## src/rtl/core_rrv_rf_wb_sched_if.sv

```systemverilog
// Handshake and data bundle between the Q105H write-back stage, the
// long-latency unit, the Q101H decode stage and the register file write port.
interface core_rrv_rf_wb_sched_if;
   // Pipeline write-back (Q105H)
   logic        PipeWrEnQ105H;
   logic [4:0]  PipeRegDstQ105H;
   logic [31:0] PipeWrDataQ105H;
   // Decode-stage operands (Q101H)
   logic [4:0]  RegSrc1Q101H;
   logic [4:0]  RegSrc2Q101H;
   logic [4:0]  RegDstQ101H;
   logic        RegWrEnQ101H;
   // Long op issue (Q102H)
   logic        LongIssueValid;
   logic [4:0]  LongIssueRd;
   logic        LongIssueReady;
   // Long op result
   logic        LongRspValid;
   logic [4:0]  LongRspRd;
   logic [31:0] LongRspData;
   logic        LongRspReady;
   // Decode hold
   logic        StallQ101H;
   // Register file write port
   logic        RfWrEnQ105H;
   logic [4:0]  RfRegDstQ105H;
   logic [31:0] RfWrDataQ105H;

   // Driver side: the pipeline, long unit and register file around the scheduler
   modport master (
      output PipeWrEnQ105H, PipeRegDstQ105H, PipeWrDataQ105H,
      output RegSrc1Q101H, RegSrc2Q101H, RegDstQ101H, RegWrEnQ101H,
      output LongIssueValid, LongIssueRd,
      input  LongIssueReady,
      output LongRspValid, LongRspRd, LongRspData,
      input  LongRspReady,
      input  StallQ101H,
      input  RfWrEnQ105H, RfRegDstQ105H, RfWrDataQ105H
   );

   // Scheduler side
   modport slave (
      input  PipeWrEnQ105H, PipeRegDstQ105H, PipeWrDataQ105H,
      input  RegSrc1Q101H, RegSrc2Q101H, RegDstQ101H, RegWrEnQ101H,
      input  LongIssueValid, LongIssueRd,
      output LongIssueReady,
      input  LongRspValid, LongRspRd, LongRspData,
      output LongRspReady,
      output StallQ101H,
      output RfWrEnQ105H, RfRegDstQ105H, RfWrDataQ105H
   );
endinterface

```

## src/rtl/core_rrv_rf_wb_sched.sv

```systemverilog
// Write-back scheduler: shares the single Q105H register file write port
// between the in-order pipeline and one out-of-band long-latency unit, keeps
// a scoreboard of destinations owned by in-flight long ops and stalls Q101H
// on RAW/WAW hazards or when a held long result has starved too long.
module core_rrv_rf_wb_sched #(
   parameter int RF_NUM_MSB   = 31,
   parameter int STARVE_LIMIT = 8
) (
   input logic                    Clock,
   input logic                    Rst,
   core_rrv_rf_wb_sched_if.slave  bus
);

   localparam logic [7:0] STARVE_MAX = 8'(STARVE_LIMIT);

   // Scoreboard, stored 32 wide for simple indexing; x0 and bits above
   // RF_NUM_MSB are kept at zero.
   logic [31:0] pending_q, pending_d;
   logic        bufValid_q, bufValid_d;
   logic [4:0]  bufRd_q, bufRd_d;
   logic [31:0] bufData_q, bufData_d;
   logic [7:0]  starveCnt_q, starveCnt_d;

   logic        pipeFree;
   logic        bufDrain;
   logic        rspAccept;
   logic        issueReady;
   logic        issueAccept;
   logic        starveStall;
   logic        rawHaz;
   logic        wawHaz;
   logic [31:0] effPending;

   // Port arbitration, handshakes and hazard detection. The pipeline always
   // wins the port; the buffer drains only into a free (idle or x0) slot, and
   // a draining destination is treated as already written because the RF
   // forwards the Q105H write to the Q101H read.
   always_comb begin
      pipeFree    = !bus.PipeWrEnQ105H || (bus.PipeRegDstQ105H == 5'd0);
      bufDrain    = !Rst && pipeFree && bufValid_q;

      bus.RfWrEnQ105H   = bus.PipeWrEnQ105H;
      bus.RfRegDstQ105H = bus.PipeRegDstQ105H;
      bus.RfWrDataQ105H = bus.PipeWrDataQ105H;
      if (bufDrain) begin
         bus.RfWrEnQ105H   = 1'b1;
         bus.RfRegDstQ105H = bufRd_q;
         bus.RfWrDataQ105H = bufData_q;
      end

      bus.LongRspReady = !bufValid_q && !Rst;
      rspAccept        = bus.LongRspValid && bus.LongRspReady;

      issueReady = !Rst && ((bus.LongIssueRd == 5'd0) || !pending_q[bus.LongIssueRd]);
      bus.LongIssueReady = issueReady;
      issueAccept = bus.LongIssueValid && issueReady;

      effPending = pending_q;
      if (bufDrain) begin
         effPending[bufRd_q] = 1'b0;
      end

      rawHaz = ((bus.RegSrc1Q101H != 5'd0) && effPending[bus.RegSrc1Q101H]) ||
               ((bus.RegSrc2Q101H != 5'd0) && effPending[bus.RegSrc2Q101H]);
      wawHaz = bus.RegWrEnQ101H && (bus.RegDstQ101H != 5'd0) &&
               effPending[bus.RegDstQ101H];
      starveStall = (starveCnt_q == STARVE_MAX);
      bus.StallQ101H = !Rst && (rawHaz || wawHaz || starveStall);
   end

   // Next-state for scoreboard, hold buffer and starvation counter. An issue
   // and a drain never hit the same register in one cycle because issue
   // readiness requires the pending bit to be clear.
   always_comb begin
      pending_d = pending_q;
      if (issueAccept && (bus.LongIssueRd != 5'd0)) begin
         pending_d[bus.LongIssueRd] = 1'b1;
      end
      if (bufDrain) begin
         pending_d[bufRd_q] = 1'b0;
      end
      for (int i = 0; i < 32; i++) begin
         if ((i == 0) || (i > RF_NUM_MSB)) begin
            pending_d[i] = 1'b0;
         end
      end

      bufValid_d = bufValid_q;
      bufRd_d    = bufRd_q;
      bufData_d  = bufData_q;
      if (bufDrain) begin
         bufValid_d = 1'b0;
      end
      if (rspAccept) begin
         bufValid_d = 1'b1;
         bufRd_d    = bus.LongRspRd;
         bufData_d  = bus.LongRspData;
      end

      starveCnt_d = 8'd0;
      if (bufValid_q && !bufDrain) begin
         starveCnt_d = (starveCnt_q == STARVE_MAX) ? starveCnt_q : starveCnt_q + 8'd1;
      end
   end

   // State registers; reset discards any held result and the whole scoreboard.
   always_ff @(posedge Clock) begin
      if (Rst) begin
         pending_q   <= '0;
         bufValid_q  <= 1'b0;
         bufRd_q     <= 5'd0;
         bufData_q   <= 32'd0;
         starveCnt_q <= 8'd0;
      end else begin
         pending_q   <= pending_d;
         bufValid_q  <= bufValid_d;
         bufRd_q     <= bufRd_d;
         bufData_q   <= bufData_d;
         starveCnt_q <= starveCnt_d;
      end
   end

endmodule

```

## src/flat_wrapper.sv

```systemverilog
// flat-port wrapper written by rule: the top's interface ports become plain ports
module core_rrv_rf_wb_sched_flat 
#(
   parameter int RF_NUM_MSB   = 31,
   parameter int STARVE_LIMIT = 8
)
  (Clock, Rst, bus_PipeWrEnQ105H, bus_PipeRegDstQ105H, bus_PipeWrDataQ105H, bus_RegSrc1Q101H, bus_RegSrc2Q101H, bus_RegDstQ101H, bus_RegWrEnQ101H, bus_LongIssueValid, bus_LongIssueRd, bus_LongIssueReady, bus_LongRspValid, bus_LongRspRd, bus_LongRspData, bus_LongRspReady, bus_StallQ101H, bus_RfWrEnQ105H, bus_RfRegDstQ105H, bus_RfWrDataQ105H);
  core_rrv_rf_wb_sched_if bus_i ();
  input logic Clock;
  input logic Rst;
  input wire logic [$bits(bus_i.PipeWrEnQ105H)-1:0] bus_PipeWrEnQ105H;
  input wire logic [$bits(bus_i.PipeRegDstQ105H)-1:0] bus_PipeRegDstQ105H;
  input wire logic [$bits(bus_i.PipeWrDataQ105H)-1:0] bus_PipeWrDataQ105H;
  input wire logic [$bits(bus_i.RegSrc1Q101H)-1:0] bus_RegSrc1Q101H;
  input wire logic [$bits(bus_i.RegSrc2Q101H)-1:0] bus_RegSrc2Q101H;
  input wire logic [$bits(bus_i.RegDstQ101H)-1:0] bus_RegDstQ101H;
  input wire logic [$bits(bus_i.RegWrEnQ101H)-1:0] bus_RegWrEnQ101H;
  input wire logic [$bits(bus_i.LongIssueValid)-1:0] bus_LongIssueValid;
  input wire logic [$bits(bus_i.LongIssueRd)-1:0] bus_LongIssueRd;
  output wire logic [$bits(bus_i.LongIssueReady)-1:0] bus_LongIssueReady;
  input wire logic [$bits(bus_i.LongRspValid)-1:0] bus_LongRspValid;
  input wire logic [$bits(bus_i.LongRspRd)-1:0] bus_LongRspRd;
  input wire logic [$bits(bus_i.LongRspData)-1:0] bus_LongRspData;
  output wire logic [$bits(bus_i.LongRspReady)-1:0] bus_LongRspReady;
  output wire logic [$bits(bus_i.StallQ101H)-1:0] bus_StallQ101H;
  output wire logic [$bits(bus_i.RfWrEnQ105H)-1:0] bus_RfWrEnQ105H;
  output wire logic [$bits(bus_i.RfRegDstQ105H)-1:0] bus_RfRegDstQ105H;
  output wire logic [$bits(bus_i.RfWrDataQ105H)-1:0] bus_RfWrDataQ105H;
  assign bus_i.PipeWrEnQ105H = bus_PipeWrEnQ105H;
  assign bus_i.PipeRegDstQ105H = bus_PipeRegDstQ105H;
  assign bus_i.PipeWrDataQ105H = bus_PipeWrDataQ105H;
  assign bus_i.RegSrc1Q101H = bus_RegSrc1Q101H;
  assign bus_i.RegSrc2Q101H = bus_RegSrc2Q101H;
  assign bus_i.RegDstQ101H = bus_RegDstQ101H;
  assign bus_i.RegWrEnQ101H = bus_RegWrEnQ101H;
  assign bus_i.LongIssueValid = bus_LongIssueValid;
  assign bus_i.LongIssueRd = bus_LongIssueRd;
  assign bus_LongIssueReady = bus_i.LongIssueReady;
  assign bus_i.LongRspValid = bus_LongRspValid;
  assign bus_i.LongRspRd = bus_LongRspRd;
  assign bus_i.LongRspData = bus_LongRspData;
  assign bus_LongRspReady = bus_i.LongRspReady;
  assign bus_StallQ101H = bus_i.StallQ101H;
  assign bus_RfWrEnQ105H = bus_i.RfWrEnQ105H;
  assign bus_RfRegDstQ105H = bus_i.RfRegDstQ105H;
  assign bus_RfWrDataQ105H = bus_i.RfWrDataQ105H;
  core_rrv_rf_wb_sched #(.RF_NUM_MSB(RF_NUM_MSB), .STARVE_LIMIT(STARVE_LIMIT)) u_core (.Clock(Clock), .Rst(Rst), .bus(bus_i));
endmodule
```

## config.mk

```make
export PLATFORM = sky130hd
export DESIGN_NAME = core_rrv_rf_wb_sched_flat
export DESIGN_NICKNAME = d
export VERILOG_FILES = /design/src/rtl/core_rrv_rf_wb_sched_if.sv /design/src/rtl/core_rrv_rf_wb_sched.sv /design/src/flat_wrapper.sv
export SDC_FILE = /design/constraint.sdc
export NUM_CORES = 1
export LEC_CHECK = 0
export CORE_UTILIZATION = 40
export DETAILED_ROUTE_END_ITERATION = 7
export GPL_TIMING_DRIVEN = 0
export HOLD_SLACK_MARGIN = 0.15
export PLACE_DENSITY = 0.68
export SETUP_SLACK_MARGIN = 0.5
export SLEW_MARGIN = 10
export SYNTH_ARGS = -nofsm -noshare
export SYNTH_HDL_FRONTEND = slang
export SYNTH_SLANG_ARGS = --single-unit
```

## constraint.sdc

```tcl
create_clock -name Clock -period 3.1 [get_ports Clock]
set_input_delay 0.62 -clock Clock [delete_from_list [all_inputs] [get_ports Clock]]
set_output_delay 0.62 -clock Clock [all_outputs]
set_load 0.005 [all_outputs]
```

== After elaboration in Yosys (flattened, before gate mapping) ==
Cells that the tools add are included.

* Register bits: 78
* Output and inout bits: 41
* Word-level logic and storage cells: 73
* Input port bits: 100

* Reduce and logical (&&, ||, !) cells: 33
* Bitwise gates (word level): 5
* $lt $le $gt $ge: 7
* Mux-type cells: 20
* Add/subtract/negate cells: 1
* Eq/ne operators: 1

{| class="wikitable"
|+ Operators by type and width
! cell !! number
|-
| 32-bit two-way mux || 4
|-
| 32-bit AND || 2
|-
| 32-bit NOT || 1
|-
| 32-bit bitwise OR || 1
|-
| 5-bit by 6-bit < comparator with 1-bit output, second input constant || 5
|-
| 1-bit binary-select mux with 5-bit select || 4
|-
| 5-bit nonzero test || 4
|-
| 1-bit logical AND || 15
|-
| 1-bit demux with 5-bit select || 2
|-
| 5-bit by 1-bit greater-or-equal comparator with 1-bit output, second input constant || 2
|-
| 5-bit zero test || 2
|-
| 1-bit two-way mux || 9
|-
| 8-bit by 1-bit adder with 8-bit output, second input constant || 1
|-
| 8-bit by 4-bit == test with 1-bit output, second input constant || 1
|-
| 1-bit zero test || 5
|-
| 1-bit logical OR || 5
|-
| 5-bit two-way mux || 1
|-
| 2-bit nonzero test || 1
|-
| 2-bit OR reduction || 1
|-
| 1-bit NOT || 1
|}

== Logic depth before layout (Yosys ltp) ==
* Word-level depth: 14
* Depth in mapped cells: 11

== Worst setup path after synthesis ==
OpenSTA, ideal clock, no wires.

* Path type: input to output
* From: input bus_PipeRegDstQ105H[0]
* To: output bus_StallQ101H
* Required time: 2.480 ns
* Cell stages on the path: 10
* Arrival: 2.524 ns
* Buffers on the path: 2
* Path slack: -0.044 ns
* Cells stage by stage: or4_4 > o32a_1 > buf_6 > buf_6 > o31ai_1 > o22ai_1 > a221oi_1 > o21bai_1 > a32oi_1 > a31oi_1

* Word-level cells in the longest chain between the ends: 12

{| class="wikitable"
|+ Ends and longest elaborated chain
! what !! line !! source
|-
| start, declared || flat_wrapper.sv:12 || <nowiki>input wire logic [$bits(bus_i.PipeRegDstQ105H)-1:0] bus_PipeRegDstQ105H;</nowiki>
|-
| 5-bit zero test * || core_rrv_rf_wb_sched.sv:39 || <nowiki>pipeFree = !bus.PipeWrEnQ105H || (bus.PipeRegDstQ105H == 5'd0);</nowiki>
|-
| 1-bit logical OR * || core_rrv_rf_wb_sched.sv:39 ||
|-
| 1-bit logical AND * (2 in a row) || core_rrv_rf_wb_sched.sv:40 || <nowiki>bufDrain = !Rst && pipeFree && bufValid_q;</nowiki>
|-
| 32-bit two-way mux * || core_rrv_rf_wb_sched.sv:59 || <nowiki>if (bufDrain) begin</nowiki>
|-
| 1-bit binary-select mux with 5-bit select, on equally long branches || core_rrv_rf_wb_sched.sv:63, core_rrv_rf_wb_sched.sv:64 ||
|-
| 1-bit two-way mux, on equally long branches || core_rrv_rf_wb_sched.sv:63, core_rrv_rf_wb_sched.sv:64 ||
|-
| 1-bit logical AND, on equally long branches || core_rrv_rf_wb_sched.sv:63, core_rrv_rf_wb_sched.sv:64 ||
|-
| 1-bit logical OR || core_rrv_rf_wb_sched.sv:63 || <nowiki>rawHaz = ((bus.RegSrc1Q101H != 5'd0) && effPending[bus.RegSrc1Q101H]) ||</nowiki>
|-
| 1-bit logical OR * (2 in a row) || core_rrv_rf_wb_sched.sv:68 || <nowiki>bus.StallQ101H = !Rst && (rawHaz || wawHaz || starveStall);</nowiki>
|-
| 1-bit logical AND * || core_rrv_rf_wb_sched.sv:68 ||
|-
| end, declared || flat_wrapper.sv:25 || <nowiki>output wire logic [$bits(bus_i.StallQ101H)-1:0] bus_StallQ101H;</nowiki>
|}

Every way passes the cells marked *; elsewhere a longest branch is shown, timed or not. The select of a mux whose other input is x is not followed.

== Worst setup path after layout ==
* From: register u_core.bufRd_q[3]
* To: output bus_StallQ101H

* Word-level cells in the longest chain between the ends: 14

{| class="wikitable"
|+ Ends and longest elaborated chain
! what !! line !! source
|-
| start, declared || core_rrv_rf_wb_sched.sv:20 || <nowiki>logic [4:0] bufRd_q, bufRd_d;</nowiki>
|-
| start signal, assigned || core_rrv_rf_wb_sched.sv:117 || <nowiki>bufRd_q <= bufRd_d;</nowiki>
|-
| 5-bit by 6-bit < comparator with 1-bit output (not written as such) / 5-bit by 1-bit greater-or-equal comparator with 1-bit output (equally long branches) || core_rrv_rf_wb_sched.sv:60 || <nowiki>effPending[bufRd_q] = 1'b0;</nowiki>
|-
| 1-bit logical AND (not written as such) || core_rrv_rf_wb_sched.sv:60 ||
|-
| 1-bit two-way mux (not written as such) || core_rrv_rf_wb_sched.sv:60 ||
|-
| 1-bit demux with 5-bit select * || n/a ||
|-
| 32-bit NOT (no line) * || n/a ||
|-
| 32-bit AND (no line) * || n/a ||
|-
| 32-bit two-way mux * || core_rrv_rf_wb_sched.sv:59 ||
|-
| 1-bit binary-select mux with 5-bit select, on equally long branches || core_rrv_rf_wb_sched.sv:63, core_rrv_rf_wb_sched.sv:64 ||
|-
| 1-bit two-way mux, on equally long branches || core_rrv_rf_wb_sched.sv:63, core_rrv_rf_wb_sched.sv:64 ||
|-
| 1-bit logical AND, on equally long branches || core_rrv_rf_wb_sched.sv:63, core_rrv_rf_wb_sched.sv:64 ||
|-
| 1-bit logical OR || core_rrv_rf_wb_sched.sv:63 ||
|-
| 1-bit logical OR * (2 in a row) || core_rrv_rf_wb_sched.sv:68 ||
|-
| 1-bit logical AND * || core_rrv_rf_wb_sched.sv:68 ||
|}

Marks and branches as above.

==> summary.txt <==
STA
  – Clock Skew: 0.005860 ns
  – RSZ-0062 raised after global routing: yes
  – Final Critical Period: 3.802 ns
  – Worst Max-Slew Pin Slew: 0.9708 ns
  – Min Hold Slack: 0.4783 ns
  – Final worst path period share: 122.7%
  – Final hold violations: 0
  – Final setup vio count: 3
  – Max Fclk: 0.2630 GHz
  – Setup WS post-layout: -0.7022 ns
  – Final Max Slew Viols: 0
  – Slew HR: 35.04%

Critical path
  – Crit path required time: 2.48 ns
  – Setup CP Type: reg2out
  – Critical Path Sink Type: primary output
  – Arrival @ worst endpoint: 3.18 ns
  – Worst Path Max Fanout: 6
  – Startpoint class of the critical path: register

Synthesis
  – Synth Instances: 680
  – Post-synth top area cell: dfxtp_1
  – Synth cell types: 64
  – Synth top area cells: dfxtp_1 (29%), mux2_2 (7.6%), nand2_1 (5.6%)
  – Top_reg_cell synth: dfxtp_1
  – Asr flop ratio synth: 0%
  – Synth Area per Inst: 7.818 µm²
  – Syn Std Cell Area: 5316 µm²
  – Register area share after synthesis: 29.00%
  – Yosys top cell area share: 29.00%
  – Synthesized Nets: 782
  – Number of synthesized flops with an enable pin: 0
  – Post-synthesis register bit count: 77
  – YS warnings: 0

Route
  – WL final: 23160 µm
  – Highest metal used: met4
  – Metal3 WL: 2468 µm
  – DRT antenna net count: 0
  – Vias per std cell: 6.197
  – 1st-iter DRT viols: 845
  – Met2 WL: 10680 µm
  – Vias: 6445
  – Wire per inst: 22.27 µm
  – Metal1 wirelength: 8585 µm
  – DR pass1 iterations: 5
  – DRC: 0

Worst hold path
  – Worst hold path class: reg2reg

Die
  – Num ports: 141
  – Initial core utilization: 41.62%
  – Die height: 117.3 µm
  – DIE AREA: 13760 µm²
  – Num rows: 41
  – Core Box Area: 12770 µm²
  – Die W: 117.3 µm

CTS
  – H-tree depth: 3
  – Clk Latency, worst-skew pair: 0.35 ns
  – Post-CTS Hold Fix Bufs: 0
  – Sink Count: 77
  – Worst-path clk slew: 0.06 ns
  – CTS root buf: clkbuf_16
  – Inserted Clock Buffers: 9
  – CTS Buffer Depth: 2
  – CTS tree: built

Layout
  – Antenna cells: 0
  – Area growth syn-to-layout: 55.75%
  – Layout Cells excl Fill: 1040
  – Layout cells sized above 1: 24.88%
  – Fin area: 8280 µm²
  – Final nets: 965
  – Final core utilization: 64.83%

Global route
  – Number of global-route vias before repair: 6303
  – Tot GR Track Use: 33.45%
  – Initial antenna violation count: 0
  – First-pass GRT wire length: 34060 µm
  – Largest net degree at the start of global routing: 14
  – Total congestion overflow: 0

Power
  – Leakage power: 0.002998 µW
  – Peak supply drop: 0.2286 mV
  – Tot Pwr: 2777 µW
  – PwrDens: 335.4 nW/µm²

Placement
  – Placed Cells: 987
  – Final GP Congestion: 1.005
  – Port bufs: 135
  – Placed Area: 6954 µm²
  – Post-DP HPWL: 16480 µm

Job
  – Max-cap violations: 0

Run status
  – Failing checks: negative setup slack
  – Outcome: finished, violations left
## state kept, by name (all words and copies together) (netlist names)
signal	flops
u_core.bufData_q	32
u_core.pending_q	31
u_core.starveCnt_q	8
u_core.bufRd_q	5
u_core.bufValid_q	1
## synthesized netlist by cell type, types with 2 or more instances
| cell type | count |
|---|---|
| o21ai_0 | 55 |
| nor4_1 | 4 |
| o211ai_1 | 11 |
| nand2b_1 | 44 |
| mux4_2 | 9 |
| a211oi_1 | 7 |
| nor3_1 | 39 |
| o22ai_1 | 8 |
| o2111ai_1 | 2 |
| a311oi_1 | 6 |
| o311ai_1 | 2 |
| a21oi_1 | 7 |
| clkbuf_1 | 43 |
| a31oi_1 | 37 |
| and2_1 | 3 |
| ha_1 | 2 |
| nand2_1 | 79 |
| nor4b_1 | 4 |
| nand3_1 | 21 |
| nor2_1 | 56 |
| nand4_1 | 4 |
| o311ai_0 | 5 |
| nor3b_1 | 10 |
| or3_1 | 2 |
| buf_1 | 5 |
| xor2_1 | 6 |
| o31ai_2 | 2 |
| nand3b_1 | 5 |
| and3_1 | 5 |
| inv_1 | 11 |
| dfxtp_1 | 77 |
| o32a_1 | 2 |
| o221ai_1 | 5 |
| xnor2_1 | 3 |
| buf_2 | 4 |
| nor2b_1 | 2 |
| buf_6 | 5 |
| mux2i_1 | 10 |
| o21a_1 | 4 |
| mux2_2 | 36 |
| and3b_1 | 3 |
| o31ai_1 | 13 |
## timing repair
| item | CTS | global route |
|---|---|---|
| gates cloned | 1 | 3 |
| endpoints found under the setup margin | 74 | 53 |
| pin swaps | 24 | 16 |
| buffers inserted | 16 | 17 |
| gates resized for setup | 130 | 174 |
## per-stage QoR
step	TNS (ns)	setup WS, ns
6_report	-1.261	-0.7022
3_5_place_dp	-51.83	-2.016
4_1_cts	-0.5766	-0.5766
5_1_grt	-1.413	-0.7393
2_1_floorplan	-0.01342	-0.01342
3_3_place_gp	-50.43	-2.077
## power by group
part	internal [µW]	total (µW)	switching, µW
sequential	1030	1070	38.7
clock	561	996	435
combinational	367	712	344
## routing by layer
layer | up-vias | global-route usage (%)
li1 | 2887 | -
met1 | 2974 | 38.23
met2 | 463 | 54.90
met3 | 121 | 9.732
met4 | 0 | 21.10
met5 | - | 0
## logic make-up after synthesis
logic type	count (synthesis)	synth area share [%]
xor gates and xnor gates	9	1.483
buffers and inverters	69	5.742
AOI/OAI and AO/OA	177	22.08
DFF	77	29.00
muxes	56	13.60
and+or+nand+nor	290	27.63
adders and majority gates	2	0.4706
## critical path, cell delays in order (launching register included)
cell	delay, ns
dfxtp_1	0.42
nor3b_1	0.71
nand2_1	0.16
o21ai_1	0.33
o311ai_0	0.19
nor4_1	0.28
nand3_1	0.15
a311oi_1	0.28
a31oi_1	0.12
buf_2	0.17
## cells in the final DEF (no fill, tap or decap), drive strengths merged, types with 4 or more instances in the layout
master and instances:
clkdlybuf4s50 98, buf 85, nand2 80, dfxtp 77
nor2 56, o21ai 55, clkbuf 54, nand2b 44
nor3 40, a31oi 37, mux2 37, nand3 21
o31ai 15, inv 11, o211ai 11, mux2i 10
nor3b 10, mux4 9, o22ai 8, a21oi 7
o311ai 7, a211oi 7, xor2 6, a311oi 6
nand3b 5, and3 5, o221ai 5, nor4b 5
nand4 4, nor4 4, o21a 4, clkinv 4
## path summary, 6_finish.rpt
kind | from | to | slack, ns | depth (start not counted)
worst max-delay path | u_core.bufRd_q[3] | bus_StallQ101H | -0.70 | 9
worst max register to register | u_core.bufRd_q[1] | u_core.pending_q[22] | 0.07 | 17
worst min register to register | u_core.bufData_q[2] | u_core.bufData_q[2] | 0.48 | 2
worst min-delay path | u_core.bufData_q[2] | u_core.bufData_q[2] | 0.48 | 2
## cell type report
cell class / instances / area (µm²)
fill: 1068 / 4493
multi-input combinational: 534 / 3995
timing repair buffer: 172 / 1798
sequential: 77 / 1543
buffer: 58 / 410.4
clock buffer: 10 / 239.0
tap: 172 / 215.2
inverter: 11 / 41.29
clock inverter: 6 / 38.79
No activity file was read; power rests on OpenSTA's default activity.
